<file path="config.mk">
export PLATFORM = sky130hd
export DESIGN_NAME = uart_rx_ctrl_flat
export DESIGN_NICKNAME = d
export VERILOG_FILES = /design/src/rtl/uart_rx_ctrl_pkg.sv /design/src/rtl/uart_rx_ctrl_if.sv /design/src/rtl/uart_rx_ctrl_sync_2ff.sv /design/src/rtl/uart_rx_ctrl.sv /design/src/flat_wrapper.sv
export SDC_FILE = /design/constraint.sdc
export NUM_CORES = 1
export LEC_CHECK = 0
export ABC_AREA = 1
export CORE_MARGIN = 1
export CORE_UTILIZATION = 40
export CTS_CLUSTER_SIZE = 14
export DETAILED_ROUTE_END_ITERATION = 8
export PLACE_DENSITY = 0.73
export SKIP_CTS_REPAIR_TIMING = 1
export SYNTH_ARGS = -nofsm -noshare
export SYNTH_HDL_FRONTEND = slang
export SYNTH_SLANG_ARGS = --single-unit
</file>
<file path="constraint.sdc">
create_clock -name i_clk -period 1.2 [get_ports i_clk]
set_input_delay 0.24 -clock i_clk [delete_from_list [all_inputs] [get_ports i_clk]]
set_output_delay 0.24 -clock i_clk [all_outputs]
set_load 0.02 [all_outputs]
</file>
<file path="src/rtl/uart_rx_ctrl_pkg.sv">
// Shared UART definitions: receiver FSM encoding, oversampling constants and
// the clog2 helper used to size counters.
package uart_pkg;

   typedef enum logic [1:0] {
      ST_IDLE  = 2'd0,
      ST_START = 2'd1,
      ST_DATA  = 2'd2,
      ST_STOP  = 2'd3
   } state_t;

   localparam int DEF_OVERSAMPLE = 16;
   localparam int MID_TICK       = DEF_OVERSAMPLE / 2 - 1;

   // Never returns less than 1 so that counters always have at least one bit.
   function automatic int clog2(input int value);
      int r;
      r = 0;
      while ((1 << r) < value) r++;
      return (r < 1) ? 1 : r;
   endfunction

   function automatic int mid_tick(input int oversample);
      return oversample / 2 - 1;
   endfunction

endpackage

</file>
<file path="src/rtl/uart_rx_ctrl_if.sv">
// Receive-side interface between the RX controller and the UART top-level.
// o_rx_done is a one-cycle valid with no ready: o_data and o_frame_err are
// stable from that cycle until the next o_rx_done, so a consumer may sample late.
interface uart_rx_ctrl_if
   import uart_pkg::*;
#(
   parameter int NB_DATA = 8
);
   logic [NB_DATA-1:0] o_data;
   logic               o_rx_done;
   logic               o_frame_err;
   logic               o_busy;
   state_t             o_dbg_state;

   modport master (
      output o_data,
      output o_rx_done,
      output o_frame_err,
      output o_busy,
      output o_dbg_state
   );

   modport slave (
      input o_data,
      input o_rx_done,
      input o_frame_err,
      input o_busy,
      input o_dbg_state
   );
endinterface

</file>
<file path="src/rtl/uart_rx_ctrl_sync_2ff.sv">
// Double-flop synchronizer for asynchronous inputs; resets to all ones so an
// idle-high line is not mistaken for an edge when reset releases.
module sync_2ff #(
   parameter int WIDTH = 1
) (
   input  logic             i_clk,
   input  logic             i_rst_n,
   input  logic [WIDTH-1:0] i_d,
   output logic [WIDTH-1:0] o_q
);

   logic [WIDTH-1:0] r_meta;
   logic [WIDTH-1:0] r_sync;

   always_ff @(posedge i_clk or negedge i_rst_n) begin
      if (!i_rst_n) begin
         r_meta <= '1;
         r_sync <= '1;
      end else begin
         r_meta <= i_d;
         r_sync <= r_meta;
      end
   end

   assign o_q = r_sync;

endmodule

</file>
<file path="src/rtl/uart_rx_ctrl.sv">
// UART receiver: finds the start bit, samples data bits at mid-bit on the
// oversampling tick, checks the stop bit and strobes the received byte.
module uart_rx_ctrl
   import uart_pkg::*;
#(
   parameter int NB_DATA    = 8,
   parameter int OVERSAMPLE = 16,
   parameter int SB_TICK    = 16
) (
   input  logic           i_clk,
   input  logic           i_rst_n,
   input  logic           i_tick,
   input  logic           i_rx,
   uart_rx_ctrl_if.master rx_if
);

   localparam int TW = clog2((OVERSAMPLE > SB_TICK) ? OVERSAMPLE : SB_TICK);
   localparam int BW = clog2(NB_DATA);

   localparam logic [TW-1:0] C_MID      = TW'(mid_tick(OVERSAMPLE));
   localparam logic [TW-1:0] C_OS_LAST  = TW'(OVERSAMPLE - 1);
   localparam logic [TW-1:0] C_SB_LAST  = TW'(SB_TICK - 1);
   localparam logic [BW-1:0] C_BIT_LAST = BW'(NB_DATA - 1);

   state_t             r_state,    w_state_next;
   logic [TW-1:0]      r_tick_cnt, w_tick_next;
   logic [BW-1:0]      r_bit_cnt,  w_bit_next;
   logic [NB_DATA-1:0] r_shift,    w_shift_next;
   logic [NB_DATA-1:0] r_data,     w_data_next;
   logic               r_frame_err, w_ferr_next;
   logic               r_rx_done,   w_done_next;
   logic               r_busy;
   logic               w_rx_s;

   sync_2ff #(.WIDTH(1)) u_rx_sync (
      .i_clk   (i_clk),
      .i_rst_n (i_rst_n),
      .i_d     (i_rx),
      .o_q     (w_rx_s)
   );

   always_ff @(posedge i_clk or negedge i_rst_n) begin
      if (!i_rst_n) begin
         r_state     <= ST_IDLE;
         r_tick_cnt  <= '0;
         r_bit_cnt   <= '0;
         r_shift     <= '0;
         r_data      <= '0;
         r_frame_err <= 1'b0;
         r_rx_done   <= 1'b0;
         r_busy      <= 1'b0;
      end else begin
         r_state     <= w_state_next;
         r_tick_cnt  <= w_tick_next;
         r_bit_cnt   <= w_bit_next;
         r_shift     <= w_shift_next;
         r_data      <= w_data_next;
         r_frame_err <= w_ferr_next;
         r_rx_done   <= w_done_next;
         r_busy      <= (w_state_next != ST_IDLE);
      end
   end

   always_comb begin
      w_state_next = r_state;
      w_tick_next  = r_tick_cnt;
      w_bit_next   = r_bit_cnt;
      w_shift_next = r_shift;
      w_data_next  = r_data;
      w_ferr_next  = r_frame_err;
      w_done_next  = 1'b0;
      case (r_state)
         ST_IDLE: begin
            // Start detection is level based and needs no tick.
            w_tick_next  = '0;
            w_bit_next   = '0;
            w_shift_next = '0;
            if (!w_rx_s) w_state_next = ST_START;
         end
         ST_START: begin
            if (i_tick) begin
               if (r_tick_cnt == C_MID) begin
                  w_tick_next  = '0;
                  w_bit_next   = '0;
                  w_state_next = w_rx_s ? ST_IDLE : ST_DATA;
               end else begin
                  w_tick_next = r_tick_cnt + 1'b1;
               end
            end
         end
         ST_DATA: begin
            if (i_tick) begin
               if (r_tick_cnt == C_OS_LAST) begin
                  w_tick_next  = '0;
                  w_shift_next = {w_rx_s, r_shift[NB_DATA-1:1]};
                  if (r_bit_cnt == C_BIT_LAST) w_state_next = ST_STOP;
                  else                         w_bit_next   = r_bit_cnt + 1'b1;
               end else begin
                  w_tick_next = r_tick_cnt + 1'b1;
               end
            end
         end
         ST_STOP: begin
            if (i_tick) begin
               if (r_tick_cnt == C_SB_LAST) begin
                  w_tick_next  = '0;
                  w_data_next  = r_shift;
                  w_ferr_next  = ~w_rx_s;
                  w_done_next  = 1'b1;
                  w_state_next = ST_IDLE;
               end else begin
                  w_tick_next = r_tick_cnt + 1'b1;
               end
            end
         end
         default: w_state_next = ST_IDLE;
      endcase
   end

   assign rx_if.o_data      = r_data;
   assign rx_if.o_rx_done   = r_rx_done;
   assign rx_if.o_frame_err = r_frame_err;
   assign rx_if.o_busy      = r_busy;
   assign rx_if.o_dbg_state = r_state;

endmodule

</file>
<file path="src/flat_wrapper.sv">
// flat-port wrapper written by rule: the top's interface ports become plain ports
module uart_rx_ctrl_flat import uart_pkg::*;
#(
   parameter int NB_DATA    = 8,
   parameter int OVERSAMPLE = 16,
   parameter int SB_TICK    = 16
)
  (i_clk, i_rst_n, i_tick, i_rx, rx_if_o_data, rx_if_o_rx_done, rx_if_o_frame_err, rx_if_o_busy, rx_if_o_dbg_state);
  uart_rx_ctrl_if #(.NB_DATA(NB_DATA)) rx_if_i ();
  input  logic i_clk;
  input  logic i_rst_n;
  input  logic i_tick;
  input  logic i_rx;
  output wire logic [$bits(rx_if_i.o_data)-1:0] rx_if_o_data;
  output wire logic [$bits(rx_if_i.o_rx_done)-1:0] rx_if_o_rx_done;
  output wire logic [$bits(rx_if_i.o_frame_err)-1:0] rx_if_o_frame_err;
  output wire logic [$bits(rx_if_i.o_busy)-1:0] rx_if_o_busy;
  output wire logic [$bits(rx_if_i.o_dbg_state)-1:0] rx_if_o_dbg_state;
  assign rx_if_o_data = rx_if_i.o_data;
  assign rx_if_o_rx_done = rx_if_i.o_rx_done;
  assign rx_if_o_frame_err = rx_if_i.o_frame_err;
  assign rx_if_o_busy = rx_if_i.o_busy;
  assign rx_if_o_dbg_state = rx_if_i.o_dbg_state;
  uart_rx_ctrl #(.NB_DATA(NB_DATA), .OVERSAMPLE(OVERSAMPLE), .SB_TICK(SB_TICK)) u_core (.i_clk(i_clk), .i_rst_n(i_rst_n), .i_tick(i_tick), .i_rx(i_rx), .rx_if(rx_if_i));
endmodule
</file>
# [After elaboration in Yosys (flattened, before gate mapping)]
# Cells that the tools add are included.
# Widths: inputs -> output; s select.
[op_classes] n_addsub=2 n_eq_ne=12 n_mux=27 bitwise_logic=1 n_reduce_logical=9
[op_table] op="$mux 2" count=9
[op_table] op="$mux 4" count=4
[op_table] op="$mux 8" count=2
[op_table] op="$pmux 8 s2" count=1
[op_table] op="$mux 3" count=5
[op_table] op="$pmux 4 s3" count=1
[op_table] op="$pmux 3 s3" count=1
[op_table] op="$pmux 2 s4" count=1
[op_table] op="$ne 2x1->1 const B" count=3
[op_table] op="$ne 2x2->1 const B" count=3
[op_table] op="$reduce_and 3->1" count=2
[op_table] op="$reduce_and 6->1" count=1
[op_table] op="$add 4x1->4 const B" count=1
[op_table] op="$eq 2x2->1 const B" count=2
[op_table] op="$eq 4x3->1 const B" count=1
[op_table] op="$eq 4x4->1 const B" count=1
[op_table] op="$reduce_bool 2->1" count=2
[op_table] op="$add 3x1->3 const B" count=1
[op_table] op="$eq 3x3->1 const B" count=1
[op_table] op="$mux 1" count=3
[op_table] op="$reduce_bool 3->1" count=1
[op_table] op="$eq 2x1->1 const B" count=1
[op_table] op="$logic_not 2->1" count=1
[op_table] op="$reduce_and 2->1" count=1
[op_table] op="2 further kinds" count=2
[word_totals] ff_bits=30 inputBits=4 output_inout_bits=13 elab_cells=61

# [Logic depth before layout (Yosys ltp)]
[depth] depth_word=6 mapped_depth=8 mapped_depth_nobuf=8

# [Modules after synthesis]
# A second synthesis with hierarchy kept.
[unflattened] cells_unflattened=148 area_unflattened_um2=1360.1
[modules_own_cells] module="uart_rx_ctrl" instances=1 cells_per_inst=146 area_per_inst_um2=1307.5 seq_area_each_um2=700.7
[modules_own_cells] module="sync_2ff" instances=1 cells_per_inst=2 area_per_inst_um2=52.6 seq_area_each_um2=52.6

# [Least setup slack after synthesis]
# No wires, ideal clock.
[synth_path] path_kind="reg-to-reg" from="register u_core.r_tick_cnt[0]" to="register u_core.r_frame_err, in the netlist u_core.rx_if.o_frame_err" arrival_time_ns=1.181 t_required_ns=1.082 path_slack_ns=-0.099 path_stages_with_launch=8 cell_sequence="dfrtp_1 > ha_1 > nand3_2 > nor2_4 > nand2_2 > buf_6 > nand2_1 > o21ai_2"
[synth_via] elab_chain_len=2
[synth_lines] element="start: declaration" line="uart_rx_ctrl.sv:26" text="logic [TW-1:0] r_tick_cnt, w_tick_next;"
[synth_lines] element="start signal: assignment" line="uart_rx_ctrl.sv:54" text="r_tick_cnt <= w_tick_next;"
[synth_lines] element="$eq 4x4->1" line="uart_rx_ctrl.sv:105" text="if (r_tick_cnt == C_SB_LAST) begin"
[synth_lines] element="$reduce_and 3->1 (no source line)"
[synth_lines] element="end signal: assignment" line="uart_rx_ctrl.sv:58" text="r_frame_err <= w_ferr_next;"
[synth_lines] element="end: declaration" line="uart_rx_ctrl.sv:30" text="logic r_frame_err, w_ferr_next;"
# No other way between the ends.
# A chain may end at the register's enable or synchronous reset.

# [Worst setup path after layout]
[layout_path] from="register u_core.r_tick_cnt[0]" to="register u_core.r_data[3], in the netlist u_core.rx_if.o_data[3]"
[layout_via] elab_chain_len=2
[layout_lines] element="$eq 4x4->1" line="uart_rx_ctrl.sv:105"
[layout_lines] element="$reduce_and 3->1 (no source line)"
[layout_lines] element="end signal: assignment" line="uart_rx_ctrl.sv:57" text="r_data <= w_data_next;"
[layout_lines] element="end: declaration" line="uart_rx_ctrl.sv:29" text="logic [NB_DATA-1:0] r_data, w_data_next;"
# No other way between the ends.

==> results.txt <==
status = complete, but fails checks
failing checks = setup timing
crit path time final = 1350 ps
Gate power share = 37.2%
FILL cells = 261
setup ws final = -154 ps
largest net degree at the start of global routing = 31
Fmax = 739 MHz
GPL Wtd Cong = 0.848
area of the die = 3590 sq um
Async S/R FF share, synth = 100%
final slew viol count = 0
crit end category = flop
top-count cell post-synth = nand2_1
CTS clk-pin slew, worst paths = 100 ps
max_cap viols = 0
antenna violations before repair = 0
Clock Sinks = 30
EDFF count, synth = 0
maximum clock path buffer count = 2
Worst R2R Setup Slack = -150 ps
core area = 3130 sq um
Worst R2R Path Depth = 7
Switching Fraction = 33.7%
grt met3 use = 4.76%
overall die width = 59.9 microns
std cell rows = 20
Yosys cell types = 21
# DRC = 0
Setup Crit Path Kind = reg -> reg
post-route ant nets = 0
Top FF cell, synth = dfrtp_1
Ports = 17
H-tree Lvls = 2
P_int = 2.49 mW
Hold WC Path Type = in -> async
crit path DAT = 1590 ps
gr busiest metal = met2
Worst slew margin = 79.6%
Final #Nets = 211
TritonCTS buffer count = 5
Worst Path Max Fanout = 6
global route total overflow = 0
Synth Warn # = 0
period utilization = 113%
Synth Instances = 158
Min Hold Slack = 267 ps
DR WL/cell = 12.1 microns
Initial Utilization = 42.8%
clock power share = 28.5%
Syn Area/Cell = 8.48 sq um
Routed WL = 3.00 mm
Area Growth Syn to Fin = 48.6%
HPWL reported at the end of detailed placement = 2.12 mm
M1 GR Usage = 22.1%
sequential share of the synthesized area = 56.2%
top cells by count, synth = nand2_1, dfrtp_1, inv_1
via count = 1176
Avg Vias per Cell = 4.72
total power = 3.76 mW
fin area = 1990 sq um
Pre-antenna DRT Iters = 4
IO Port Bufs = 16
RSZ-0062 raised after global routing = yes
Sw Pwr = 1.27 mW
met2 Usage GRT = 31.6%
Area contributors post-synth = dfrtp_1, nand2_1, dfstp_2
first-pass GRT wire length = 4.97 mm
post-synth top area share = 52.3%
CTS Root Cell = clkbuf_4
FF-to-FF End = u_core.rx_if.o_data[3]
vias in the first global route = 1167
Worst VDD drop = 0.000916 V
Post-Syn Area = 1340 sq um
Layout Skew = 13.3 ps
placed inst area = 1770 sq um
Antenna Cells = 0
area leader, netlist = dfrtp_1
initial drt markers = 36
Yosys reg bits = 30
Power per Cell Area = 1890 nW/um^2
TNS Setup = -2230 ps
clk_lat worst skew = 340 ps
r2r startpoint = u_core.r_tick_cnt[0]
worst slew pin tran = 305 ps
die height = 59.9 microns
# setup viols final = 23
Hold Vio Cnt, Final = 0
Data required, critical path = 1440 ps
CP Launch Type = flop
CTS tree = done
Global Route Usage Sum = 19.4%
Leak = 1.07 nW
Synthesized Nets = 165
register share of total power = 34.3%
layout cell share with drive strength beyond 1 = 41.5%
## layout make-up
type	instances	area (sq um)	share of cell area [%]
clock buffer	6	51.3	2.58
sequential	30	756	37.9
multi-input combinational	114	678	34.0
inverter	13	53.8	2.70
tap	44	55.1	2.76
clock inverter	2	60.1	3.02
timing repair buffer	40	338	17.0
## layer usage
metal,wire length [microns],part of all wire [%]
met1,1240,41
met2,1570,52
met3,97,3.2
met4,102,3.4
met5,0,0
## kinds of logic after synthesis
family	Yosys count	share of synthesized area [%]
buf+inv	14	4.48
compound gates	7	3.45
fa+ha+maj	3	2.80
xor+xnor	1	0.654
simple gates	103	32.4
flops	30	56.2
## critical path, stage by stage (launching register included)
cell and delay [ps]:
dfrtp_1 400, ha_4 190, nand3_4 90, nor2_4 190
nand2_4 120, buf_6 150, nand2_2 50, nand2_1 50
## power groups by stage
stage                     logic [mW]  registers (mW)  clock network (mW)
after global placement          1.13            1.30                   0
after detailed placement        1.17            1.32                   0
after CTS                       1.18            1.29                1.09
after global routing            1.54            1.31                1.13
final                           1.40            1.29                1.07
after floorplan                0.521            1.39                   0
## how the worst max path moves through the flow
stage / startpoint / to / slack [ps] / cells past startpoint
finish: u_core.r_tick_cnt[0] / u_core.rx_if.o_data[3] / -150 / 7
global route: u_core.r_tick_cnt[0] / u_core.r_shift[5] / -220 / 5
CTS: u_core.rx_if.o_dbg_state[1] / rx_if_o_dbg_state[1] / -420 / 1
detailed placement: i_tick / u_core.rx_if.o_data[6] / -320 / 7
global placement: i_tick / u_core.rx_if.o_data[7] / -290 / 7
floorplan: u_core.r_tick_cnt[0] / u_core.rx_if.o_frame_err / -30 / 7
## layout by cell type, fill, tap and decap left out, types with 3 or more instances in the layout
cell type,n
clkbuf_2,9
inv_2,4
nand2_4,4
clkdlybuf4s50_1,3
buf_6,6
dfrtp_1,26
nand2_1,63
inv_1,7
nand3_1,4
clkbuf_4,5
nand3_4,3
buf_4,16
nand2_2,14
nor2_1,7
## registers in the layout, summed over array words and instances (netlist names)
signal / cells
u_core.rx_if.o_rx_done: 1
u_core.rx_if.o_data: 8
u_core.r_bit_cnt: 3
u_core.r_shift: 8
u_core.rx_if.o_busy: 1
u_core.u_rx_sync.o_q: 1
u_core.rx_if.o_frame_err: 1
u_core.r_tick_cnt: 4
u_core.rx_if.o_dbg_state: 2
u_core.u_rx_sync.r_meta: 1
## through the flow
stage	util [%]	worst slack, ps	instances
after floorplan	-	-26.7	158
after global placement	56.6	-287	238
after detailed placement	56.6	-318	238
after CTS	60.2	-422	246
after global routing	63.7	-217	249
final	63.7	-154	249
Note: power is estimated with default switching activity, not from simulation.
